==> src/rtl/input_matrix_control_unit_if.sv <==
// Handshake bundle between the frame sequencer, the FIFO-to-BRAM write unit
// and the window stage.
interface input_matrix_control_unit_if;
  logic       start;
  logic       req_pix;
  logic       new_line;
  logic       pix_ctrl_ack;
  logic [1:0] line_sel;
  logic [3:0] col_cnt;
  logic [7:0] row_cnt;
  logic       line_done;
  logic       rows_valid;
  logic       proc_line_done;
  logic       busy;
  logic       done;

  modport master (
    input  start,
    input  pix_ctrl_ack,
    input  proc_line_done,
    output req_pix,
    output new_line,
    output line_sel,
    output col_cnt,
    output row_cnt,
    output line_done,
    output rows_valid,
    output busy,
    output done
  );

  modport slave (
    output start,
    output pix_ctrl_ack,
    output proc_line_done,
    input  req_pix,
    input  new_line,
    input  line_sel,
    input  col_cnt,
    input  row_cnt,
    input  line_done,
    input  rows_valid,
    input  busy,
    input  done
  );
endinterface

==> src/rtl/input_matrix_control_unit.sv <==
// Frame sequencer: writes each image line into one of KERNEL_DIMM rotating line
// buffers and holds off overwriting the oldest line until the window stage frees it.
module input_matrix_control_unit #(
  parameter int unsigned KERNEL_DIMM = 3,
  parameter int unsigned BRAM_WIDTH  = 4,
  parameter int unsigned IMG_HEIGHT  = 8
) (
  input logic                          clk,
  input logic                          reset,
  input_matrix_control_unit_if.master  ctrl
);

  localparam int unsigned LlW = $clog2(KERNEL_DIMM + 1);

  localparam logic [3:0]     ColLast = 4'(BRAM_WIDTH - 1);
  localparam logic [7:0]     RowFull = 8'(IMG_HEIGHT);
  localparam logic [1:0]     SelLast = 2'(KERNEL_DIMM - 1);
  localparam logic [LlW-1:0] LlFull  = LlW'(KERNEL_DIMM);
  localparam logic [LlW-1:0] LlOne   = LlW'(1);

  typedef enum logic [2:0] {
    StIdle,
    StNewLine,
    StReq,
    StLineEnd,
    StWaitProc,
    StDone
  } state_e;

  state_e         state_q;
  logic           req_pix_q;
  logic           new_line_q;
  logic           line_done_q;
  logic           rows_valid_q;
  logic           busy_q;
  logic           done_q;
  logic           pending_q;
  logic [1:0]     line_sel_q;
  logic [3:0]     col_cnt_q;
  logic [7:0]     row_cnt_q;
  logic [LlW-1:0] lines_loaded_q;

  always_ff @(posedge clk) begin
    if (reset) begin
      state_q        <= StIdle;
      req_pix_q      <= 1'b0;
      new_line_q     <= 1'b0;
      line_done_q    <= 1'b0;
      rows_valid_q   <= 1'b0;
      busy_q         <= 1'b0;
      done_q         <= 1'b0;
      pending_q      <= 1'b0;
      line_sel_q     <= '0;
      col_cnt_q      <= '0;
      row_cnt_q      <= '0;
      lines_loaded_q <= '0;
    end else begin
      case (state_q)
        StIdle: begin
          if (ctrl.start) begin
            row_cnt_q      <= '0;
            line_sel_q     <= '0;
            lines_loaded_q <= '0;
            pending_q      <= 1'b0;
            rows_valid_q   <= 1'b0;
            busy_q         <= 1'b1;
            new_line_q     <= 1'b1;
            state_q        <= StNewLine;
          end
        end

        StNewLine: begin
          if (ctrl.proc_line_done) pending_q <= 1'b1;
          new_line_q <= 1'b0;
          col_cnt_q  <= '0;
          req_pix_q  <= 1'b1;
          state_q    <= StReq;
        end

        StReq: begin
          if (ctrl.proc_line_done) pending_q <= 1'b1;
          if (ctrl.pix_ctrl_ack) begin
            col_cnt_q <= col_cnt_q + 4'd1;
            // Line bookkeeping is committed on the last ack so that line_done,
            // row_cnt, line_sel and rows_valid all change in the same cycle.
            if (col_cnt_q == ColLast) begin
              req_pix_q   <= 1'b0;
              line_done_q <= 1'b1;
              row_cnt_q   <= row_cnt_q + 8'd1;
              line_sel_q  <= (line_sel_q == SelLast) ? 2'd0 : line_sel_q + 2'd1;
              if (lines_loaded_q != LlFull) lines_loaded_q <= lines_loaded_q + LlOne;
              if (lines_loaded_q >= LlFull - LlOne) rows_valid_q <= 1'b1;
              state_q     <= StLineEnd;
            end
          end
        end

        StLineEnd: begin
          if (ctrl.proc_line_done) pending_q <= 1'b1;
          line_done_q <= 1'b0;
          // row_cnt and lines_loaded already hold their post-line values here.
          if (row_cnt_q == RowFull) begin
            done_q  <= 1'b1;
            state_q <= StDone;
          end else if (lines_loaded_q == LlFull) begin
            state_q <= StWaitProc;
          end else begin
            new_line_q <= 1'b1;
            state_q    <= StNewLine;
          end
        end

        StWaitProc: begin
          if (ctrl.proc_line_done || pending_q) begin
            pending_q  <= 1'b0;
            new_line_q <= 1'b1;
            state_q    <= StNewLine;
          end
        end

        StDone: begin
          done_q  <= 1'b0;
          busy_q  <= 1'b0;
          state_q <= StIdle;
        end

        default: state_q <= StIdle;
      endcase
    end
  end

  assign ctrl.req_pix    = req_pix_q;
  assign ctrl.new_line   = new_line_q;
  assign ctrl.line_sel   = line_sel_q;
  assign ctrl.col_cnt    = col_cnt_q;
  assign ctrl.row_cnt    = row_cnt_q;
  assign ctrl.line_done  = line_done_q;
  assign ctrl.rows_valid = rows_valid_q;
  assign ctrl.busy       = busy_q;
  assign ctrl.done       = done_q;

endmodule

==> src/flat_wrapper.sv <==
// flat-port wrapper written by rule: the top's interface ports become plain ports
module input_matrix_control_unit_flat 
#(
  parameter int unsigned KERNEL_DIMM = 3,
  parameter int unsigned BRAM_WIDTH  = 4,
  parameter int unsigned IMG_HEIGHT  = 8
)
  (clk, reset, ctrl_start, ctrl_pix_ctrl_ack, ctrl_proc_line_done, ctrl_req_pix, ctrl_new_line, ctrl_line_sel, ctrl_col_cnt, ctrl_row_cnt, ctrl_line_done, ctrl_rows_valid, ctrl_busy, ctrl_done);
  input_matrix_control_unit_if ctrl_i ();
  input logic clk;
  input logic reset;
  input wire logic [$bits(ctrl_i.start)-1:0] ctrl_start;
  input wire logic [$bits(ctrl_i.pix_ctrl_ack)-1:0] ctrl_pix_ctrl_ack;
  input wire logic [$bits(ctrl_i.proc_line_done)-1:0] ctrl_proc_line_done;
  output wire logic [$bits(ctrl_i.req_pix)-1:0] ctrl_req_pix;
  output wire logic [$bits(ctrl_i.new_line)-1:0] ctrl_new_line;
  output wire logic [$bits(ctrl_i.line_sel)-1:0] ctrl_line_sel;
  output wire logic [$bits(ctrl_i.col_cnt)-1:0] ctrl_col_cnt;
  output wire logic [$bits(ctrl_i.row_cnt)-1:0] ctrl_row_cnt;
  output wire logic [$bits(ctrl_i.line_done)-1:0] ctrl_line_done;
  output wire logic [$bits(ctrl_i.rows_valid)-1:0] ctrl_rows_valid;
  output wire logic [$bits(ctrl_i.busy)-1:0] ctrl_busy;
  output wire logic [$bits(ctrl_i.done)-1:0] ctrl_done;
  assign ctrl_i.start = ctrl_start;
  assign ctrl_i.pix_ctrl_ack = ctrl_pix_ctrl_ack;
  assign ctrl_i.proc_line_done = ctrl_proc_line_done;
  assign ctrl_req_pix = ctrl_i.req_pix;
  assign ctrl_new_line = ctrl_i.new_line;
  assign ctrl_line_sel = ctrl_i.line_sel;
  assign ctrl_col_cnt = ctrl_i.col_cnt;
  assign ctrl_row_cnt = ctrl_i.row_cnt;
  assign ctrl_line_done = ctrl_i.line_done;
  assign ctrl_rows_valid = ctrl_i.rows_valid;
  assign ctrl_busy = ctrl_i.busy;
  assign ctrl_done = ctrl_i.done;
  input_matrix_control_unit #(.KERNEL_DIMM(KERNEL_DIMM), .BRAM_WIDTH(BRAM_WIDTH), .IMG_HEIGHT(IMG_HEIGHT)) u_core (.clk(clk), .reset(reset), .ctrl(ctrl_i));
endmodule
==> config.mk <==
export PLATFORM = sky130hd
export DESIGN_NAME = input_matrix_control_unit_flat
export DESIGN_NICKNAME = d
export VERILOG_FILES = /design/src/rtl/input_matrix_control_unit_if.sv /design/src/rtl/input_matrix_control_unit.sv /design/src/flat_wrapper.sv
export SDC_FILE = /design/constraint.sdc
export NUM_CORES = 1
export LEC_CHECK = 0
export ABC_CLOCK_PERIOD_IN_PS = 3860
export BUFFER_PORTS_ARGS = -buffer_cell sky130_fd_sc_hd__buf_2
export CORE_MARGIN = 4
export CORE_UTILIZATION = 48
export DETAILED_ROUTE_END_ITERATION = 12
export GPL_ROUTABILITY_DRIVEN = 1
export PLACE_DENSITY = 0.74
export SLEW_MARGIN = 40
export SYNTH_ARGS = -nofsm -noshare
export SYNTH_HDL_FRONTEND = slang
export SYNTH_SLANG_ARGS = --single-unit
==> constraint.sdc <==
create_clock -name clk -period 3.86 [get_ports clk]
set_input_delay 0.772 -clock clk [delete_from_list [all_inputs] [get_ports clk]]
set_output_delay 0.772 -clock clk [all_outputs]
set_load 0.05 [all_outputs]
==> impl_metrics.ini, run 1 <==
[run_status]
outcome = complete, no violations

[worst_setup_path]
cp.required_ns = 4.13
cp_max_fo = 18
r2r_cells = 4
reg2reg_slack_ns = 1.73
crit_start = u_core.state_q[1]
crit_end = u_core.ctrl.row_cnt[5]
start_kind = flip-flop
max_stage_delay_ns = 0.74
r2r_end = u_core.ctrl.row_cnt[5]
path_depth = 4
critical_path_class = flip-flop to flip-flop
critPathTopFamily = simple AND/OR/NAND/NOR gates
arrival_ns = 2.40
path_cells = and4bb_4 -> a31oi_2 -> or4_1 -> a21oi_1
critPathBufInv = 0
worst_setup_path_end_kind = flip-flop
crit_path_top_delay_cell = dfxtp_1
rr_startpoint = u_core.state_q[1]

[synth]
synthesis.area_um2 = 1370
ys_async_sr_fraction = 0
ys_ff_latch = 26
ys_warn_count = 0
synth_edf_count = 0
postSynthAreaPerCell_um2 = 8.33
synth_cells = 165
synth_cell_types = 44
ys_seq_area_frac = 0.379
ys.flop_type = dfxtp_1
syn_nets = 175

[floorplan]
ios = 25
die-area_um2 = 3780
die_w_um = 61.5
core_area_um2 = 2760
start_util = 0.498
die_h_um = 61.5
num_rows = 19

[detailed_routing]
vias = 1240
route.top_layer_used = met4
wirelength_um = 2960
routed-wl-met2_um = 1350
detail_route.wl_per_cell_um = 13.8
viasPerCell = 5.79
wl_met1_um = 1470
wl_met3_um = 118
drt.antenna.violating_nets = 0
detail_route.first_pass.iterations = 4
dr.first_iter.drc_count = 56
drc = 0

[final_layout]
area_growth_syn_to_layout_pct = 10.3
layout-drive-gt1-share = 0.197
diodes = 0
final_cell_mix = dfxtp_1 (26), buf_2 (24), a21oi_1 (21)
finalNetCount = 194
layout_commonest_cell = dfxtp_1

[timing]
slew_headroom = 0.551
min_period_over_period = 0.551
setup_viol = 0
tns_ns = 0
hold_violations = 0
clock_skew_ns = 0.00390
fin_crit_ns = 2.13
fmax_ghz = 0.470
rsz0062_at_grt = false
tightestPinTransition_ns = 0.664
drv_slew = 0

[clock_network]
clock-root-buffer = clkbuf_4
insertion_delay_ns = 0.32
cts_buffer_depth = 2
clk_pin_slew_ns = 0.15
ctsResizeCount = 0
hold_buffers = 0
cts_tree = built
htree_levels = 1
cts-buffers-inserted = 3
cts_setup_buffers = 0
clock_sinks = 26

[global_route]
grt_max_degree = 20
grt.total_usage = 0.166
grt_pass1_wl_um = 4820
overflow = 0
grt_pass1_vias = 1041
antenna_found_initial = 0

[pwr]
p_total_uw = 566
p_leak_uw = 0.000593
ir_drop_mv = 0.244
p_per_area_nw_per_um2 = 374

[placement]
hpwl_um = 2170
io_buffers = 24
gp_congestion = 0.800

[flow_run]
maxCapViolations = 0

[hold_path]
hp-class = flip-flop to flip-flop
-- through the flow --
stage	utilization	std cells	setup WS, ns	hold WS [ns]	cell area, µm²
after CTS	0.549	214	1.74	0.457	1520
after global routing	0.549	214	1.57	0.490	1520
after detailed placement	0.536	210	1.66	0.436	1480
after global placement	0.536	210	1.72	0.431	1480
final	0.549	214	1.73	0.451	1520
after floorplan	-	165	2.02	0.476	1370
-- tightest hold or removal path: stages (launching register included) --
cell and delay (ns):
dfxtp_1 0.34, inv_1 0.04, a21oi_1 0.05
-- where the power goes --
part | switching [µW] | leakage (µW) | internal [µW]
clock | 86.5 | 0.0000210 | 57.7
combinational | 75.6 | 0.000360 | 40.3
sequential | 25.3 | 0.000211 | 281
-- state kept, by name, summed over array words and instances (netlist names) --
register / count
u_core.ctrl.busy: 1
u_core.ctrl.col_cnt: 4
u_core.ctrl.done: 1
u_core.ctrl.line_done: 1
u_core.ctrl.line_sel: 2
u_core.ctrl.new_line: 1
u_core.ctrl.req_pix: 1
u_core.ctrl.row_cnt: 8
u_core.ctrl.rows_valid: 1
u_core.lines_loaded_q: 2
u_core.pending_q: 1
u_core.state_q: 3
-- final cells by class --
cell class                 count  area [µm²]
timing repair buffer          24         120
clock buffer                   4        36.3
inverter                       8        30.0
sequential                    26         520
tap                           31        38.8
fill                         262        1240
multi-input combinational    121         769
-- metal layers --
layer / GRT usage / vias up
li1: - / 631
met4: 0.0364 / 0
met1: 0.251 / 578
met5: 0 / -
met2: 0.239 / 27
met3: 0.0335 / 4
-- synthesized netlist by cell type (all sizes together), types with 2 or more instances --
cell | count | share of area
o21bai | 2 | 0.011
ha | 5 | 0.046
nor4b | 2 | 0.024
dfxtp | 26 | 0.38
or3 | 4 | 0.018
nor2b | 2 | 0.0091
or4 | 2 | 0.011
o21ai | 11 | 0.040
nand3 | 4 | 0.015
inv | 8 | 0.022
buf | 4 | 0.023
or2 | 3 | 0.014
a22o | 3 | 0.019
nor2 | 14 | 0.040
a211oi | 2 | 0.011
and3 | 2 | 0.0091
a21oi | 21 | 0.077
nand3b | 3 | 0.016
nand2 | 11 | 0.030
xnor2 | 4 | 0.025
nand2b | 4 | 0.018
nor3 | 4 | 0.015
clkbuf | 6 | 0.016
a31oi | 2 | 0.014
o31ai | 2 | 0.011
-- logic make-up after synthesis --
kind of cell,after synthesis,share of synthesized area
xor gates and xnor gates,4,0.0255
DFF,26,0.379
buffers and inverters,18,0.0610
adders and majority gates,5,0.0455
and+or+nand+nor,61,0.259
AOI/OAI and AO/OA,51,0.230
-- worst min-delay path by stage --
stage | from | end | slack [ns] | depth (start not counted)
global placement | u_core.ctrl.new_line | u_core.ctrl.new_line | 0.43 | 2
global route | u_core.ctrl.new_line | u_core.ctrl.new_line | 0.49 | 2
CTS | u_core.ctrl.new_line | u_core.ctrl.new_line | 0.46 | 2
finish | u_core.ctrl.new_line | u_core.ctrl.new_line | 0.45 | 2
detailed placement | u_core.ctrl.new_line | u_core.ctrl.new_line | 0.44 | 2
floorplan | u_core.pending_q | u_core.pending_q | 0.48 | 2
Power figures use the tool's default switching activity.
==> inputs of run 2 (changes only) <==
- ABC_CLOCK_PERIOD_IN_PS: 3860 -> 2200
- clock period: 3.86 -> 2.2 ns (I/O delays scaled with it)
==> impl_metrics.ini, run 2 (synthesis results as in run 1) <==
[timing]
drv_slew = 0
hold_violations = 0
tightestPinTransition_ns = 0.586
fin_ws_ns = 0.414
clock_skew_ns = 0.00840
fmax_ghz = 0.560
min_period_over_period = 0.812
rsz0062_at_grt = false
tns_ns = 0
fin_crit_ns = 1.79
setup_viol = 0
slew_headroom = 0.608

[clock_network]
hold_buffers = 0
cts_tree = built
htree_levels = 1
insertion_delay_ns = 0.32
cts_buffer_depth = 2
cts_setup_buffers = 0
clk_pin_slew_ns = 0.14
clock-root-buffer = clkbuf_4
clock_sinks = 26
cts-buffers-inserted = 3
ctsResizeCount = 0

[final_layout]
seq_area_um2 = 520
final_cell_mix = dfxtp_1 (26), buf_2 (24), a21oi_1 (21)
area_growth_syn_to_layout_pct = 11.5
layout-drive-gt1-share = 0.210
largest_register_ffs = 8
multi_input_area_um2 = 769
finalNetCount = 198
fillerInstances = 260
fin_cells = 217
layout_commonest_cell = dfxtp_1
diodes = 0

[global_route]
grt_pass1_vias = 1055
grt.total_usage = 0.175
grt_max_degree = 18
overflow = 0
antenna_found_initial = 0
grt_pass1_wl_um = 4910

[worst_setup_path]
critPathTopFamily = simple AND/OR/NAND/NOR gates
max_stage_delay_ns = 0.57
crit_path_top_delay_cell = or4_1
path_cells = ha_1 -> a31oi_2 -> or4_1 -> a21oi_1
critPathBufInv = 0
cp_max_fo = 15
r2r_cells = 4
worst_setup_path_end_kind = flip-flop
arrival_ns = 2.05
cp.required_ns = 2.47
start_kind = flip-flop
critical_path_class = flip-flop to flip-flop
path_depth = 4

[detailed_routing]
wirelength_um = 3050
vias = 1251
viasPerCell = 5.76
detail_route.first_pass.iterations = 4
dr.first_iter.drc_count = 82
drc = 0
drt.antenna.violating_nets = 0
detail_route.wl_per_cell_um = 14.0

[placement]
gp_congestion = 0.834
io_buffers = 24
placed_cells = 214
pre_cts_ws_ns = 0.323
hpwl_um = 2240

[pwr]
p_total_uw = 957
p_per_area_nw_per_um2 = 625
p_sw_uw = 319
p_leak_uw = 0.000606
pwr-share-clk = 0.212
p_int_uw = 638
pwr-share-seq = 0.542
combPwrFrac = 0.246
ir_drop_mv = 0.331
switching_share = 0.333

[floorplan]
ios = 25
die_w_um = 61.5
num_rows = 19
die_h_um = 61.5
start_util = 0.498
core_area_um2 = 2760
die-area_um2 = 3780

[hold_path]
min_delay_path_depth = 4
hp-class = primary input to flip-flop

[run_status]
outcome = complete, no violations

[flow_run]
maxCapViolations = 0
[run 2: cell types whose count changed in the layout (fill, tap and decap cells not counted)]
cell | previous run | this run
clkbuf_8 | 1 | 0
buf_4 | 0 | 4
[run 2: layout make-up]
cell class / instances / area share
inverters: 8 / 0.0196
repair buffers: 28 / 0.0980
well taps: 31 / 0.0253
flip-flops and latches: 26 / 0.340
multi-input cells: 121 / 0.502
clock buffers: 3 / 0.0147
[run 2: worst paths after layout]
kind,start,slack (ns),to
max,u_core.ctrl.col_cnt[0],0.41,u_core.ctrl.row_cnt[5]
min,ctrl_proc_line_done,0.42,u_core.state_q[2]
max reg2reg,u_core.ctrl.col_cnt[0],0.41,u_core.ctrl.row_cnt[5]
min reg2reg,u_core.ctrl.new_line,0.45,u_core.ctrl.new_line
[run 2: metal layers]
| layer | global-route usage | vias up | share of wire |
|---|---|---|---|
| met5 | 0 | - | 0 |
| met4 | 0.0727 | 0 | 0.016 |
| met3 | 0.0252 | 4 | 0.036 |
| met2 | 0.263 | 29 | 0.47 |
| met1 | 0.248 | 587 | 0.48 |
| li1 | - | 631 | - |
[run 2: per-stage QoR]
step                      utilization  cell area (µm²)  hold WS [ns]
final                           0.555             1530         0.422
after global routing            0.555             1530         0.423
after CTS                       0.555             1530         0.408
after detailed placement        0.547             1510         0.435
after global placement          0.547             1510         0.432
after floorplan                     -             1370         0.476
[run 2: worst reg2reg max path, stage by stage, from the launching register on]
cell	delay, ns
dfxtp_1	0.44
ha_1	0.31
a31oi_2	0.28
or4_1	0.57
a21oi_1	0.14
[run 2: power by group through the flow]
stage	combinational, µW	clock [µW]	sequential [µW]
5_1_grt	256	231	523
6_report	236	203	519
2_1_floorplan	148	0	564
3_5_place_dp	235	0	529
4_1_cts	236	206	518
3_3_place_gp	229	0	527
